===== config.mk =====
export PLATFORM = sky130hd
export DESIGN_NAME = oam_dma_flat
export DESIGN_NICKNAME = d
export VERILOG_FILES = /design/src/rtl/gb_pkg.sv /design/src/rtl/oam_dma_if.sv /design/src/rtl/oam_dma.sv /design/src/flat_wrapper.sv
export SDC_FILE = /design/constraint.sdc
export NUM_CORES = 1
export LEC_CHECK = 0
export ABC_AREA = 0
export BUFFER_PORTS_ARGS = -buffer_cell sky130_fd_sc_hd__buf_2
export CORE_MARGIN = 2
export CORE_UTILIZATION = 49
export CTS_BUF_LIST = sky130_fd_sc_hd__clkbuf_4 sky130_fd_sc_hd__clkbuf_8 sky130_fd_sc_hd__clkbuf_16
export CTS_CLUSTER_SIZE = 30
export DETAILED_ROUTE_END_ITERATION = 7
export PLACE_DENSITY = 0.78
export SETUP_SLACK_MARGIN = 0.3
export SLEW_MARGIN = 20
export SYNTH_ARGS = -nofsm -noshare
export SYNTH_HDL_FRONTEND = slang
export SYNTH_SLANG_ARGS = --single-unit

===== constraint.sdc =====
create_clock -name clk -period 2.1 [get_ports clk]
set_input_delay 0 -clock clk [delete_from_list [all_inputs] [get_ports clk]]
set_output_delay 0 -clock clk [all_outputs]
set_load 0.05 [all_outputs]

===== src/rtl/gb_pkg.sv =====
// Shared SM83 system definitions: DMA state encoding and the memory-map constants
// used by the top-level decoder and bus mux.
package gb_pkg;

    typedef enum logic [1:0] {
        IDLE  = 2'd0,
        DELAY = 2'd1,
        XFER  = 2'd2
    } dma_state_t;

    localparam logic [15:0] OAM_BASE     = 16'hFE00;
    localparam logic [15:0] DMA_REG_ADDR = 16'hFF46;
    localparam int          OAM_LEN      = 160;

endpackage


===== src/rtl/oam_dma_if.sv =====
// OAM DMA bus bundle: CPU register access, source-memory read port and OAM write port.
// master = DMA controller side, slave = system (decoder, memories, CPU) side.
interface oam_dma_if;
    logic        reg_write;
    logic [7:0]  reg_in;
    logic [7:0]  reg_out;
    logic        busy;
    logic        dma_active;
    logic [15:0] src_addr;
    logic        src_rd;
    logic [7:0]  src_data;
    logic [7:0]  oam_addr;
    logic [7:0]  oam_data;
    logic        oam_write;

    modport master (
        input  reg_write, reg_in, src_data,
        output reg_out, busy, dma_active, src_addr, src_rd, oam_addr, oam_data, oam_write
    );

    modport slave (
        output reg_write, reg_in, src_data,
        input  reg_out, busy, dma_active, src_addr, src_rd, oam_addr, oam_data, oam_write
    );
endinterface


===== src/rtl/oam_dma.sv =====
// OAM DMA controller: copies LEN bytes from page {page,00} into OAM, one byte per cycle.
// Latency: first OAM write START_DELAY cycles after the register strobe; no backpressure.
// Optional OAM_DMA_ECHO_FOLD_EN folds source pages E0-FF down by 0x20.
module oam_dma
    import gb_pkg::*;
#(
    parameter int LEN         = OAM_LEN,
    parameter int START_DELAY = 1
) (
    input  logic      clk,
    input  logic      rst,
    oam_dma_if.master bus
);

    localparam logic [1:0] ST_IDLE  = 2'(IDLE);
    localparam logic [1:0] ST_DELAY = 2'(DELAY);
    localparam logic [1:0] ST_XFER  = 2'(XFER);

    localparam int              DW        = (START_DELAY > 1) ? $clog2(START_DELAY) : 1;
    localparam logic [DW-1:0]   DCNT_LAST = DW'(START_DELAY - 1);
    localparam logic [7:0]      IDX_LAST  = 8'(LEN - 1);

    logic [1:0]    state_q, state_d;
    logic [7:0]    page_q, page_d;
    logic [DW-1:0] dcnt_q, dcnt_d;
    logic [7:0]    idx_q, idx_d;
    logic [15:0]   src_hold_q, src_hold_d;
    logic [7:0]    oam_hold_q, oam_hold_d;

    logic          xfer;
    logic [7:0]    page_eff;
    logic [15:0]   cur_src;

`ifdef OAM_DMA_ECHO_FOLD_EN
    // Echo RAM aliases WRAM; folding keeps DMA away from OAM and I/O space.
    assign page_eff = (page_q[7:5] == 3'b111) ? {page_q[7:6], 1'b0, page_q[4:0]} : page_q;
`else
    assign page_eff = page_q;
`endif

    assign xfer    = (state_q == ST_XFER);
    assign cur_src = {page_eff, idx_q};

    always_comb begin
        state_d    = state_q;
        page_d     = page_q;
        dcnt_d     = dcnt_q;
        idx_d      = idx_q;
        src_hold_d = src_hold_q;
        oam_hold_d = oam_hold_q;

        if (xfer) begin
            src_hold_d = cur_src;
            oam_hold_d = idx_q;
        end

        // A register write restarts from any state, including the final XFER cycle.
        if (bus.reg_write) begin
            page_d  = bus.reg_in;
            dcnt_d  = '0;
            idx_d   = '0;
            state_d = ST_DELAY;
        end else begin
            case (state_q)
                ST_IDLE: ;
                ST_DELAY: begin
                    if (dcnt_q == DCNT_LAST) begin
                        state_d = ST_XFER;
                        idx_d   = '0;
                    end else begin
                        dcnt_d = dcnt_q + DW'(1);
                    end
                end
                ST_XFER: begin
                    if (idx_q == IDX_LAST) begin
                        state_d = ST_IDLE;
                    end else begin
                        idx_d = idx_q + 8'd1;
                    end
                end
                default: state_d = ST_IDLE;
            endcase
        end
    end

    always_ff @(posedge clk or negedge rst) begin
        if (!rst) begin
            state_q    <= ST_IDLE;
            page_q     <= 8'h00;
            dcnt_q     <= '0;
            idx_q      <= 8'h00;
            src_hold_q <= 16'h0000;
            oam_hold_q <= 8'h00;
        end else begin
            state_q    <= state_d;
            page_q     <= page_d;
            dcnt_q     <= dcnt_d;
            idx_q      <= idx_d;
            src_hold_q <= src_hold_d;
            oam_hold_q <= oam_hold_d;
        end
    end

    // Strobes come from registered state only; src_data -> oam_data is the one combinational path.
    assign bus.reg_out    = page_q;
    assign bus.busy       = (state_q == ST_DELAY) || xfer;
    assign bus.dma_active = xfer;
    assign bus.src_rd     = xfer;
    assign bus.oam_write  = xfer;
    assign bus.src_addr   = xfer ? cur_src : src_hold_q;
    assign bus.oam_addr   = xfer ? idx_q : oam_hold_q;
    assign bus.oam_data   = xfer ? bus.src_data : 8'h00;

endmodule


===== src/flat_wrapper.sv =====
// flat-port wrapper written by rule: the top's interface ports become plain ports
module oam_dma_flat import gb_pkg::*;
#(
    parameter int LEN         = OAM_LEN,
    parameter int START_DELAY = 1
)
  (clk, rst, bus_reg_write, bus_reg_in, bus_src_data, bus_reg_out, bus_busy, bus_dma_active, bus_src_addr, bus_src_rd, bus_oam_addr, bus_oam_data, bus_oam_write);
  oam_dma_if bus_i ();
  input  logic clk;
  input  logic rst;
  input wire logic [$bits(bus_i.reg_write)-1:0] bus_reg_write;
  input wire logic [$bits(bus_i.reg_in)-1:0] bus_reg_in;
  input wire logic [$bits(bus_i.src_data)-1:0] bus_src_data;
  output wire logic [$bits(bus_i.reg_out)-1:0] bus_reg_out;
  output wire logic [$bits(bus_i.busy)-1:0] bus_busy;
  output wire logic [$bits(bus_i.dma_active)-1:0] bus_dma_active;
  output wire logic [$bits(bus_i.src_addr)-1:0] bus_src_addr;
  output wire logic [$bits(bus_i.src_rd)-1:0] bus_src_rd;
  output wire logic [$bits(bus_i.oam_addr)-1:0] bus_oam_addr;
  output wire logic [$bits(bus_i.oam_data)-1:0] bus_oam_data;
  output wire logic [$bits(bus_i.oam_write)-1:0] bus_oam_write;
  assign bus_i.reg_write = bus_reg_write;
  assign bus_i.reg_in = bus_reg_in;
  assign bus_i.src_data = bus_src_data;
  assign bus_reg_out = bus_i.reg_out;
  assign bus_busy = bus_i.busy;
  assign bus_dma_active = bus_i.dma_active;
  assign bus_src_addr = bus_i.src_addr;
  assign bus_src_rd = bus_i.src_rd;
  assign bus_oam_addr = bus_i.oam_addr;
  assign bus_oam_data = bus_i.oam_data;
  assign bus_oam_write = bus_i.oam_write;
  oam_dma #(.LEN(LEN), .START_DELAY(START_DELAY)) u_core (.clk(clk), .rst(rst), .bus(bus_i));
endmodule

==> metrics.txt <==
CP max stage cell=dfrtp_1; Distinct cells, synth=32; fin. max-slew vios=0; Design Area, Final=2520 um2; largest net degree at the start of global routing=43; post-detailed-route wirelength per cell=12.3 um; sequential cell area fraction in the yosys report=57.5%; Synth Cell Area=1830 um2; Core Box Area=3630 um2; crit path from=u_core.state_q[0]; outcome=finished, final reports clean; GR Util All Layers=18.8%; minimum clock period=1.72 ns; die span in x=65.1 um; P per Cell Area=1010 nW/um2; Highest Clock Rate=580 MHz; # setup viols final=0; antenna-violating nets left=0; syn_nets=185; Slew headroom=39.9%; Worst-Skew Late Latency=0.29 ns; nets=262; H-tree Lvls=2; Hold Path Class=input pin to flop; clk slew on worst S/H paths=0.08 ns; vias per inst=4.88; Cells after Synth=162; Die H=65.1 um; die area=4240 um2; Syn-to-layout area delta=37.9%; Tcrit/Tclk final=82.1%; CP max FO=6; layout cell share with drive strength beyond 1=50.0%; Placed Area=2260 um2; crit path buf inv count=3; RSZ-0062 raised after global routing=true; Final Hold Fails=0; LEAKAGE=1.26 nW; I/O pins=63; Yosys Warn Count=0; post-synthesis register bit count=42; ranking of synthesized cells by area=dfrtp_1 57%, mux2_2 9.9%, o21ai_0 5.5%; Via Count=1405; RD Place Congestion=0.696; diode count=0; FP Rows=22; worst path cell trace=inv_2 -> ha_4 -> buf_4 -> mux2_2 -> buf_2; reg-to-reg critical path startpoint=u_core.idx_q[0]; worst endpoint required time=2.10 ns; Worst EP arrival=1.72 ns; # Max-Cap Violations=0; post-synth top area share=57.5%; vias in the first global route=1308; FILL cells=288; hold path start=bus_reg_write; TritonCTS buffer count=5; CP max stage delay=0.41 ns; first-pass GRT wire length=5.87 mm; CTS tree=yes; final global-route overflow total=0; syn_area_per_cell=11.3 um2; WS Path Type=flop to output pin; critical path endpoint category=output pin; drt pass-1 iters=4; TritonCTS Sinks=42; post-synth top area cell=dfrtp_1; maximum vdd drop=0.000813 V; Initial Utilization=50.3%; Longest Clk Path Bufs=2; post-DP HPWL=2.37 mm; Post-Route WL=3.55 mm; DRC viols=0; Iter 0 DRT Violations=40; Setup crit start kind=flop; root buffer cell=clkbuf_8; CP delay by family, top=buffers and inverters; initial antenna violation count=0; IO Port Bufs=62; slew of the pin with the lowest slew margin=0.902 ns; final setup TNS=0 ns; Setup Skew=0.00561 ns
[layout by cell type (no fill, tap or decap), types with 2 or more instances in the layout]
cell type / n
a21oi_1: 3
and2_1: 3
and2_2: 5
buf_2: 56
buf_4: 10
clkbuf_4: 3
clkbuf_8: 5
dfrtp_1: 42
dlygate4sd3_1: 9
ha_1: 3
inv_1: 22
mux2_2: 16
nand2_1: 9
nand2b_1: 2
nand3_1: 3
nand4_1: 3
nor2_1: 4
o21ai_0: 3
o21ai_2: 16
xor2_1: 2
[metrics by stage]
| stage | power, mW | std cells | hold slack [ns] | utilization (%) | setup slack [ns] |
|---|---|---|---|---|---|
| 6_report | 2.56 | 288 | 0.145 | 69.4 | 0.376 |
| 5_1_grt | 2.67 | 288 | 0.159 | 69.4 | 0.298 |
| 4_1_cts | 2.56 | 288 | 0.139 | 68.9 | 0.320 |
| 3_5_place_dp | 1.89 | 266 | 0.182 | 62.3 | 0.391 |
| 3_3_place_gp | 1.88 | 266 | 0.184 | 62.3 | 0.430 |
| 2_1_floorplan | 1.70 | 162 | -0.296 | - | 0.245 |
[power by group]
part / internal [mW] / switching (mW) / total [mW]
Combinational: 0.271 / 0.686 / 0.957
Clock: 0.367 / 0.266 / 0.633
Sequential: 0.923 / 0.0437 / 0.966
Total: 1.56 / 0.996 / 2.56
[Yosys cell counts]
master and count:
a211oi_1 1, a21o_1 1, a21oi_1 3, a31o_1 1, a31oi_1 1, and2_1 8, and3_1 1, and3_2 1
buf_1 1, buf_2 3, buf_4 2, clkbuf_1 2, dfrtp_1 42, ha_1 4, inv_1 23, mux2_2 16
nand2_1 9, nand2b_1 2, nand3_1 3, nand4_1 3, nor2_1 4, nor4b_4 1, o211ai_1 1, o21ai_0 20
o21ai_4 1, o311ai_1 1, o31ai_1 1, or3_1 1, or3b_4 1, or4_1 1, xnor2_1 1, xor2_1 2
[repair_timing]
action | CTS | global route
gates resized for setup | 0 | 12
hold endpoints to repair | 50 | 0
setup buffers | 5 | 0
endpoints found under the setup margin | 28 | 16
hold buffers | 9 | 0
[worst paths after layout]
kind	cells after the start	endpoint	slack, ns
setup / recovery	5	bus_src_addr[8]	0.38
hold / removal	2	u_core.idx_q[6]	0.15
setup reg to reg	5	u_core.idx_q[5]	0.49
hold reg to reg	1	u_core.src_hold_q[14]	0.50
max in group asynchronous	2	u_core.oam_hold_q[1]	1.16
min in group asynchronous	2	u_core.oam_hold_q[0]	0.37
[registers in the layout (all words and copies together) (netlist names)]
signal              cells
u_core.bus.reg_out      8
u_core.idx_q            8
u_core.oam_hold_q       8
u_core.src_hold_q      16
u_core.state_q          2
[cell type report]
cell class                      instances  area [um2]  area share (%)
Clock buffer                            6        76.3            3.03
Clock inverter                          2        37.5            1.49
Inverter                               23        86.3            3.43
Multi-Input combinational cell         89         728            28.9
Sequential cell                        42        1050            41.7
Tap cell                               48        60.1            2.38
Timing Repair Buffer                   78         480            19.1
[per-layer routing]
layer | vias up | global-route usage, % | wire length [um]
met2 | 50 | 30.0 | 1620
met4 | 0 | 7.03 | 40
met3 | 4 | 7.47 | 248
li1 | 697 | - | -
met1 | 654 | 23.1 | 1640
met5 | - | 0 | 0
[cells by family (layout without fill, tap and decap cells)]
logic type	count (synthesis)	in the layout	synth area share, %
buffers and inverters	31	109	6.98
XOR/XNOR	3	3	1.44
flip-flops	42	42	57.5
multiplexers	16	16	9.86
AO/OA/AOI/OAI	31	31	10.1
adder cells (fa/ha/maj)	4	4	2.74
AND/OR/NAND/NOR	35	35	11.4
(Power assumes the default switching activity.)
